[src/rtl/conv_1x1_channel_mac_11_pkg.sv]
// Shared definitions for the 1x1 convolution channel MAC: FSM encoding and
// saturation limits derived from the datapath word width.
package conv_1x1_channel_mac_11_pkg;

    typedef enum logic [1:0] {
        IDLE = 2'd0,
        LOAD = 2'd1,
        RUN  = 2'd2
    } state_t;

    // Limits are computed in a wide signed type so they compare directly
    // against the sign-extended, shifted accumulator.
    localparam int SAT_CALC_W = 128;
    typedef logic signed [SAT_CALC_W-1:0] sat_wide_t;

    function automatic sat_wide_t satMax(input int dataWidth);
        return (sat_wide_t'(1) <<< (dataWidth - 1)) - sat_wide_t'(1);
    endfunction

    function automatic sat_wide_t satMin(input int dataWidth);
        return -(sat_wide_t'(1) <<< (dataWidth - 1));
    endfunction

endpackage

[src/rtl/conv_1x1_channel_mac_11_mac_sat.sv]
// Three-stage datapath: signed product, per-pixel accumulate, then
// fixed-point rescale with saturation into the registered result.
module conv_1x1_mac_sat
    import conv_1x1_channel_mac_11_pkg::*;
#(
    parameter int DATA_WIDTH  = 32,
    parameter int FRAC_BITS   = 16,
    parameter int IN_CHANNELS = 16
) (
    input  logic                         clk,
    input  logic                         reset,
    input  logic                         i_flush,
    input  logic                         i_beatValid,
    input  logic                         i_beatFirst,
    input  logic                         i_beatLast,
    input  logic signed [DATA_WIDTH-1:0] i_feature,
    input  logic signed [DATA_WIDTH-1:0] i_weight,
    output logic        [DATA_WIDTH-1:0] o_result,
    output logic                         o_resultValid
);

    localparam int PROD_W = 2 * DATA_WIDTH;
    localparam int ACC_W  = PROD_W + $clog2(IN_CHANNELS);
    localparam sat_wide_t SAT_MAX = satMax(DATA_WIDTH);
    localparam sat_wide_t SAT_MIN = satMin(DATA_WIDTH);

    logic signed [PROD_W-1:0]     r_prod;
    logic                         r_prodValid;
    logic                         r_prodFirst;
    logic                         r_prodLast;
    logic signed [ACC_W-1:0]      r_acc;
    logic                         r_accDone;
    logic signed [ACC_W-1:0]      w_shifted;
    sat_wide_t                    w_shiftedWide;
    logic        [DATA_WIDTH-1:0] w_saturated;

    always_ff @(posedge clk) begin
        if (reset) begin
            r_prod      <= '0;
            r_prodValid <= 1'b0;
            r_prodFirst <= 1'b0;
            r_prodLast  <= 1'b0;
        end else begin
            r_prodValid <= i_beatValid && !i_flush;
            if (i_beatValid) begin
                r_prod      <= PROD_W'(i_feature) * PROD_W'(i_weight);
                r_prodFirst <= i_beatFirst;
                r_prodLast  <= i_beatLast;
            end
        end
    end

    // The first channel of a pixel reloads the sum instead of adding to it.
    always_ff @(posedge clk) begin
        if (reset) begin
            r_acc     <= '0;
            r_accDone <= 1'b0;
        end else begin
            r_accDone <= r_prodValid && r_prodLast && !i_flush;
            if (r_prodValid) begin
                r_acc <= r_prodFirst ? ACC_W'(r_prod) : r_acc + ACC_W'(r_prod);
            end
        end
    end

    assign w_shifted     = r_acc >>> FRAC_BITS;
    assign w_shiftedWide = sat_wide_t'(w_shifted);

    always_comb begin
        w_saturated = w_shiftedWide[DATA_WIDTH-1:0];
        if (w_shiftedWide > SAT_MAX) begin
            w_saturated = SAT_MAX[DATA_WIDTH-1:0];
        end else if (w_shiftedWide < SAT_MIN) begin
            w_saturated = SAT_MIN[DATA_WIDTH-1:0];
        end
    end

    always_ff @(posedge clk) begin
        if (reset) begin
            o_result      <= '0;
            o_resultValid <= 1'b0;
        end else begin
            o_resultValid <= r_accDone && !i_flush;
            if (r_accDone && !i_flush) begin
                o_result <= w_saturated;
            end
        end
    end

endmodule

[src/rtl/conv_1x1_channel_mac_11.sv]
// 1x1 convolution channel MAC: loads IN_CHANNELS weights from a FIFO, then
// computes one saturated fixed-point dot product per pixel of channel beats.
module conv_1x1_channel_mac_11
    import conv_1x1_channel_mac_11_pkg::*;
#(
    parameter int DATA_WIDTH  = 32,
    parameter int FRAC_BITS   = 16,
    parameter int IN_CHANNELS = 16
) (
    input  logic                  clk,
    input  logic                  reset,
    input  logic                  start,
    input  logic [DATA_WIDTH-1:0] weight_in,
    output logic                  load_weights,
    input  logic                  valid_in,
    input  logic [DATA_WIDTH-1:0] in,
    output logic                  in_ready,
    output logic [DATA_WIDTH-1:0] out,
    output logic                  valid_out
);

    localparam int CH_W = (IN_CHANNELS > 1) ? $clog2(IN_CHANNELS) : 1;
    localparam int LC_W = $clog2(IN_CHANNELS + 1);
    localparam logic [CH_W-1:0] LAST_CH   = CH_W'(IN_CHANNELS - 1);
    localparam logic [LC_W-1:0] LOAD_DONE = LC_W'(IN_CHANNELS);

    state_t                r_state;
    state_t                w_nextState;
    logic [LC_W-1:0]       r_loadCnt;
    logic [CH_W-1:0]       r_ch;
    logic [DATA_WIDTH-1:0] r_weight [IN_CHANNELS];
    logic [CH_W-1:0]       w_wrIdx;
    logic                  w_accept;
    logic                  w_flush;

    always_ff @(posedge clk) begin
        if (reset) begin
            r_state <= IDLE;
        end else begin
            r_state <= w_nextState;
        end
    end

    // LOAD spans IN_CHANNELS read cycles plus one trailing capture cycle,
    // since FIFO data arrives one cycle behind its read enable.
    always_comb begin
        w_nextState  = r_state;
        load_weights = 1'b0;
        in_ready     = 1'b0;
        case (r_state)
            IDLE: begin
                if (start) w_nextState = LOAD;
            end
            LOAD: begin
                load_weights = (r_loadCnt != LOAD_DONE);
                if (r_loadCnt == LOAD_DONE) w_nextState = RUN;
            end
            RUN: begin
                in_ready = 1'b1;
                if (start) w_nextState = LOAD;
            end
            default: w_nextState = IDLE;
        endcase
    end

    assign w_accept = valid_in && in_ready;
    assign w_flush  = (r_state == RUN) && start;
    assign w_wrIdx  = CH_W'(r_loadCnt - LC_W'(1));

    always_ff @(posedge clk) begin
        if (reset) begin
            r_loadCnt <= '0;
            r_ch      <= '0;
        end else begin
            if (r_state != LOAD) begin
                r_loadCnt <= '0;
            end else if (r_loadCnt != LOAD_DONE) begin
                r_loadCnt <= r_loadCnt + LC_W'(1);
            end

            if (r_state != RUN || start) begin
                r_ch <= '0;
            end else if (w_accept) begin
                r_ch <= (r_ch == LAST_CH) ? '0 : r_ch + CH_W'(1);
            end
        end
    end

    // Weights carry no reset; they are meaningful only after a full LOAD.
    always_ff @(posedge clk) begin
        if (r_state == LOAD && r_loadCnt != '0) begin
            r_weight[w_wrIdx] <= weight_in;
        end
    end

    conv_1x1_mac_sat #(
        .DATA_WIDTH (DATA_WIDTH),
        .FRAC_BITS  (FRAC_BITS),
        .IN_CHANNELS(IN_CHANNELS)
    ) u_macSat (
        .clk          (clk),
        .reset        (reset),
        .i_flush      (w_flush),
        .i_beatValid  (w_accept),
        .i_beatFirst  (r_ch == '0),
        .i_beatLast   (r_ch == LAST_CH),
        .i_feature    (in),
        .i_weight     (r_weight[r_ch]),
        .o_result     (out),
        .o_resultValid(valid_out)
    );

endmodule

[config.mk]
export PLATFORM = sky130hd
export DESIGN_NAME = conv_1x1_channel_mac_11
export DESIGN_NICKNAME = d
export VERILOG_FILES = /design/src/rtl/conv_1x1_channel_mac_11_pkg.sv /design/src/rtl/conv_1x1_channel_mac_11_mac_sat.sv /design/src/rtl/conv_1x1_channel_mac_11.sv
export SDC_FILE = /design/constraint.sdc
export NUM_CORES = 2
export LEC_CHECK = 0
export CORE_MARGIN = 2
export CORE_UTILIZATION = 45
export CTS_CLUSTER_SIZE = 16
export DETAILED_ROUTE_END_ITERATION = 10
export PLACE_DENSITY_LB_ADDON = 0.1
export RECOVER_POWER = 25
export SYNTH_ARGS = -nofsm -noshare
export SYNTH_HDL_FRONTEND = slang
export SYNTH_SLANG_ARGS = --single-unit
[constraint.sdc]
create_clock -name clk -period 10.6 [get_ports clk]
set_input_delay 2.12 -clock clk [delete_from_list [all_inputs] [get_ports clk]]
set_output_delay 2.12 -clock clk [all_outputs]
set_load 0.05 [all_outputs]
==> After elaboration in Yosys (flattened, before gate mapping) <==
Memory sizes are Yosys's and may differ from the RTL's. A register that Yosys moved wholly into a read port is not among the register bits.
Index checks and enable logic that the tools add are counted.
{ "word_totals": {"ff_bits": 180, "latchBits": 0, "ramBits": 512, "mem_bits_ro": 0, "inputBits": 68, "elab_cells": 57, "mem_count": 1} }
{ "mem_list": {"columns": ["memory", "depth", "width", "rd", "rd_ports_with_merged_regs", "write_ports", "line", "text"], "rows": [
  ["r_weight", 16, 32, 1, 1, 1, "conv_1x1_channel_mac_11.sv:31", "logic [DATA_WIDTH-1:0] r_weight [IN_CHANNELS];"]
]} }
{ "classes": {"addsub": 4, "mul": 1, "div_mod_pow": 0, "n_lt_le_gt_ge": 2, "eq_ne": 9, "shift": 0, "muxes": 13, "bitwise": 0, "reduce_logical": 16} }
{ "op_table": {"columns": ["operator", "count"], "rows": [
  ["$add 68x64->68", 1],
  ["$mux 68", 1],
  ["$mul 32x32->64", 1],
  ["$mux 32", 2],
  ["$gt 52x32->1 const B", 1],
  ["$lt 52x32->1 const B", 1],
  ["$mux 4", 3],
  ["$logic_and 1x1->1", 7],
  ["$reduce_or 2->1", 3],
  ["$add 5x1->5 const B", 1],
  ["$eq 5x5->1 const B", 1],
  ["$ne 5x5->1 const B", 1],
  ["$reduce_bool 5->1", 1],
  ["$add 4x1->4 const B", 1],
  ["$eq 4x4->1 const B", 1],
  ["$logic_not 4->1", 1],
  ["$mux 1", 4],
  ["$mux 2", 2],
  ["$ne 2x1->1 const B", 2],
  ["$ne 2x2->1 const B", 2],
  ["$pmux 2 s2", 1],
  ["$sub 4x1->4 const B", 1],
  ["$eq 2x1->1 const B", 1],
  ["$eq 2x2->1 const B", 1],
  ["4 further kinds", 4]
]} }

==> Logic depth before layout (Yosys ltp) <==
{ "depth": {"depth_word": 5, "depth_mapped": 35, "mapped_depth_nobuf": 31} }

==> Cells and area by module <==
A second synthesis with hierarchy kept.
{ "unflattened": {"hier_cells": 6063, "area_unflattened_um2": 66363.6} }
{ "by_module_without_submodules": {"columns": ["mod", "instances", "cells_per_inst", "area_each_um2"], "rows": [
  ["conv_1x1_mac_sat", 1, 5175, 46412.0],
  ["conv_1x1_channel_mac_11", 1, 888, 19951.6]
]} }

==> Worst setup path after synthesis <==
No wires, ideal clock.
{ "synth_path": {"path_kind": "flip-flop to flip-flop", "from": "register (tool-made name)", "to": "register u_macSat.r_prod[61]", "arrival_time_ns": 9.502, "t_required_ns": 10.479, "setup_slack_ns": 0.978, "path_stages_with_launch": 29, "synth_period_minus_slack_ns": 9.622, "path_cell_list": "dfxtp_1 > buf_2 > buf_1 > mux4_2 > mux4_2 > clkbuf_1 > nand2_1 > inv_1 > fa_1 > fa_1 > fa_1 > fa_1 > inv_1 > fa_1 > inv_1 > fa_1 > fa_1 > fa_1 > ha_1 > clkbuf_1 > a21o_1 > a21o_1 > a21o_1 > a21o_1 > a21oi_1 > a21boi_2 > o21ai_0 > a21oi_1 > mux2_2"} }
{ "synth_rtl": {"columns": ["element", "line", "text"], "rows": [
  ["end signal: assignment", "conv_1x1_channel_mac_11_mac_sat.sv:46", "r_prod <= PROD_W'(i_feature) * PROD_W'(i_weight);"],
  ["end: declaration", "conv_1x1_channel_mac_11_mac_sat.sv:27", "logic signed [PROD_W-1:0] r_prod;"]
]} }

==> results.py <==
metrics = {
    "status": {
        "run_status": "complete, but fails checks",
        "failed_checks": "max-capacitance violations, max-slew violations",
    },
    "clocking": {
        "cts_post_setup_buffers_inserted": 0,
        "number_of_h_tree_branching_levels": 3,
        "clkLatencyLatePin_ps": 720,
        "numCtsBuffers": 78,
        "ctsLongestPathBuffers": 3,
        "tritoncts_clock_tree": "yes",
        "clock-sinks": 696,
        "cts_hold_buffers": 0,
        "clockRootBuffer": "sky130_fd_sc_hd__clkbuf_16",
        "cts_repair_resize_count": 0,
        "cts.clk_slew.worst_paths_ps": 60,
    },
    "run": {
        "timing.max_cap.violations": 1,
    },
    "timing": {
        "slew-limit-headroom": -1.24,
        "worstMarginPinSlew_ps": 3360,
        "fin_crit_sh": 0.966,
        "fmax_mhz": 97.7,
        "finalWorstPathRequiredPeriod_ps": 10230,
        "fin_skew_ps": 104,
        "final.setup.tns_ps": 0,
        "finalHoldViolCount": 0,
        "worst_hold_slack_ps": 456,
        "rsz0062_at_grt": "false",
        "max_slew_vio_count": 69,
        "final-setup-viol-count": 0,
        "smallest_setup_slack_after_layout_ps": 365,
    },
    "setup_path": {
        "worst-endpoint-required_ps": 11150,
        "crit_path_top_delay_cell": "sky130_fd_sc_hd__mux4_2",
        "crit_path_max_incr_delay_ps": 860,
        "worst-r2r-setup-slack_ps": 370,
        "worst-endpoint-arrival_ps": 10790,
        "path_delay_family": "adder cells",
        "critical_path_peak_fanout": 32,
        "path_common_cell": "sky130_fd_sc_hd__fa_1",
        "worstSetupEndpointType": "register",
        "crit_path_start_kind": "register",
        "critical_path_buf_inv_count": 5,
        "critical_path_class": "reg2reg",
    },
    "logic_synthesis": {
        "mappedNetlistNets": 7427,
        "synthesis.instances": 6018,
        "post_synth_instance_area_um2": 66300,
        "synth.yosys.warnings": 0,
        "synth-edff-count": 512,
        "synthesis.area_per_instance_um2": 11.0,
        "ys_async_sr_fraction": 0,
        "postSynth.topFlopCell": "sky130_fd_sc_hd__edfxtp_1",
        "synth-seq-cells": 696,
        "ys_seq_area_frac": 0.287,
        "yosys.cell_types.count": 93,
    },
    "global_routing": {
        "grt_overflow": 0,
        "grt_usage": 0.238,
        "antenna_found_initial": 12,
        "first_global_vias": 46479,
        "largest_net_degree_at_the_start_of_global_routing": 94,
        "wire_length_of_the_first_global_routing_pass_mm": 275,
    },
    "drt": {
        "via_count": 42709,
        "wl_mm": 174,
        "final_ant_viol_nets": 0,
        "detail_route.iter0.violations": 2305,
        "drc_errors": 0,
        "detail_route.wl_per_cell_um": 21.8,
        "first_pass_iters": 5,
        "routed_vias_inst": 5.35,
    },
    "final_layout": {
        "layout.filler_cells": 13395,
        "areaGrowthSynthToFinish_pct": 9.41,
        "leading_cell_type_in_the_layout_fill_and_taps_excluded": "sky130_fd_sc_hd__fa_1",
        "final_net_count": 7413,
        "final_cell_mix": "1083 x sky130_fd_sc_hd__fa_1, 999 x sky130_fd_sc_hd__inv_1, 751 x sky130_fd_sc_hd__nand2_1, 518 x sky130_fd_sc_hd__and2_1, 512 x sky130_fd_sc_hd__edfxtp_1",
        "final_core_utilization": 0.497,
        "drive_above_1_share": 0.0802,
    },
    "floorplanning": {
        "boundaryPins": 103,
        "initial_core_util": 0.454,
        "std_cell_rows": 140,
        "die_y_um": 388,
        "die_w_um": 388,
        "fp.coreArea_um2": 146000,
        "fp.dieArea_um2": 151000,
    },
    "placement": {
        "pre_cts_slack_ps": 119,
        "io_buffers": 102,
        "place.detailed.hpwl_mm": 130,
        "routabilityCongestion": 0.888,
    },
    "worst_hold_path": {
        "worstHoldPathType": "reg2reg",
    },
}
## layout make-up
| type | instances | area [um2] | area share |
|---|---|---|---|
| tap | 1917 | 2400 | 0.0330 |
| antenna | 4 | 10.0 | 0.000138 |
| multi-input combinational | 3983 | 42400 | 0.584 |
| sequential | 696 | 19100 | 0.263 |
| timing repair buffer | 246 | 2470 | 0.0340 |
| clock inverter | 39 | 464 | 0.00639 |
| inverter | 999 | 3750 | 0.0517 |
| clock buffer | 96 | 2040 | 0.0281 |
## flip-flops by register name (all words and copies together) (netlist names), named ones only
name                    count
r_ch                        4
r_loadCnt                   5
r_state                     2
r_weight                  512
u_macSat.o_result          32
u_macSat.o_resultValid      1
u_macSat.r_acc             68
u_macSat.r_accDone          1
u_macSat.r_prod            64
u_macSat.r_prodFirst        1
u_macSat.r_prodLast         1
u_macSat.r_prodValid        1
## metal layers
metal  vias to the layer above  wire length (um)  global-route usage
li1                      19192                 -                   -
met1                     22440             71200               0.305
met2                       826             91100               0.425
met3                       241              6850              0.0268
met4                        10              4900              0.0691
met5                         -                67                   0
## synthesized netlist by cell type, drive strengths merged (11+ instances only)
cell type,number,area (um2)
a211oi,32,268
nor2,187,702
buf,41,178
nand2b,26,163
nand4,38,244
and2,519,3250
mux4,159,3580
nand2,753,2830
nand3,34,175
o21bai,25,191
fa,1083,21700
a21oi,243,1230
xnor2,86,753
a31oi,17,119
xor2,47,412
nor3,18,105
a21o,84,631
inv,999,3750
nor2b,18,113
o21ai,144,728
ha,258,3230
dfxtp,184,3680
mux2i,14,140
and3,11,68.8
o21a,16,120
edfxtp,512,15400
clkbuf,299,1120
o211ai,50,380
## per-stage QoR
step	instances	cell area, um2
floorplan	6018	66300
global placement	7841	70100
detailed placement	7841	70100
CTS	7976	72600
global route	7977	72600
finish	7980	72600
## worst register-to-register path, cell delays in order, from the launching register on
cell and delay [ps]:
sky130_fd_sc_hd__dfxtp_4 550, sky130_fd_sc_hd__buf_12 300, sky130_fd_sc_hd__mux4_2 550, sky130_fd_sc_hd__mux4_2 860
sky130_fd_sc_hd__and2_1 460, sky130_fd_sc_hd__fa_1 520, sky130_fd_sc_hd__fa_1 670, sky130_fd_sc_hd__inv_1 90
sky130_fd_sc_hd__fa_1 510, sky130_fd_sc_hd__fa_1 520, sky130_fd_sc_hd__inv_1 60, sky130_fd_sc_hd__fa_1 550
sky130_fd_sc_hd__fa_1 430, sky130_fd_sc_hd__fa_1 640, sky130_fd_sc_hd__inv_1 90, sky130_fd_sc_hd__fa_1 480
sky130_fd_sc_hd__inv_1 40, sky130_fd_sc_hd__ha_1 400, sky130_fd_sc_hd__nand2_1 100, sky130_fd_sc_hd__or4_1 500
sky130_fd_sc_hd__nor4_1 390, sky130_fd_sc_hd__o31ai_1 220, sky130_fd_sc_hd__o31a_1 300, sky130_fd_sc_hd__o211ai_1 230
sky130_fd_sc_hd__a22oi_1 120, sky130_fd_sc_hd__or4_1 400, sky130_fd_sc_hd__o211ai_1 90
## cell families after synthesis
kind of cell	synth area share
adders and majority gates	0.375
muxes	0.0566
buffers and inverters	0.0761
DFF	0.287
AOI/OAI and AO/OA	0.0666
and+or+nand+nor	0.120
xor gates and xnor gates	0.0176
## worst paths after layout
| kind | from | to | cells past startpoint |
|---|---|---|---|
| max | register | u_macSat.r_prod[51] | 26 |
| min | u_macSat.r_acc[26] | u_macSat.o_result[10] | 2 |
| max reg2reg | register | u_macSat.r_prod[51] | 26 |
| min reg2reg | u_macSat.r_acc[26] | u_macSat.o_result[10] | 2 |
Power is not shown: default switching activity piles up to over one toggle a cycle in this logic, so the estimate is an artifact.
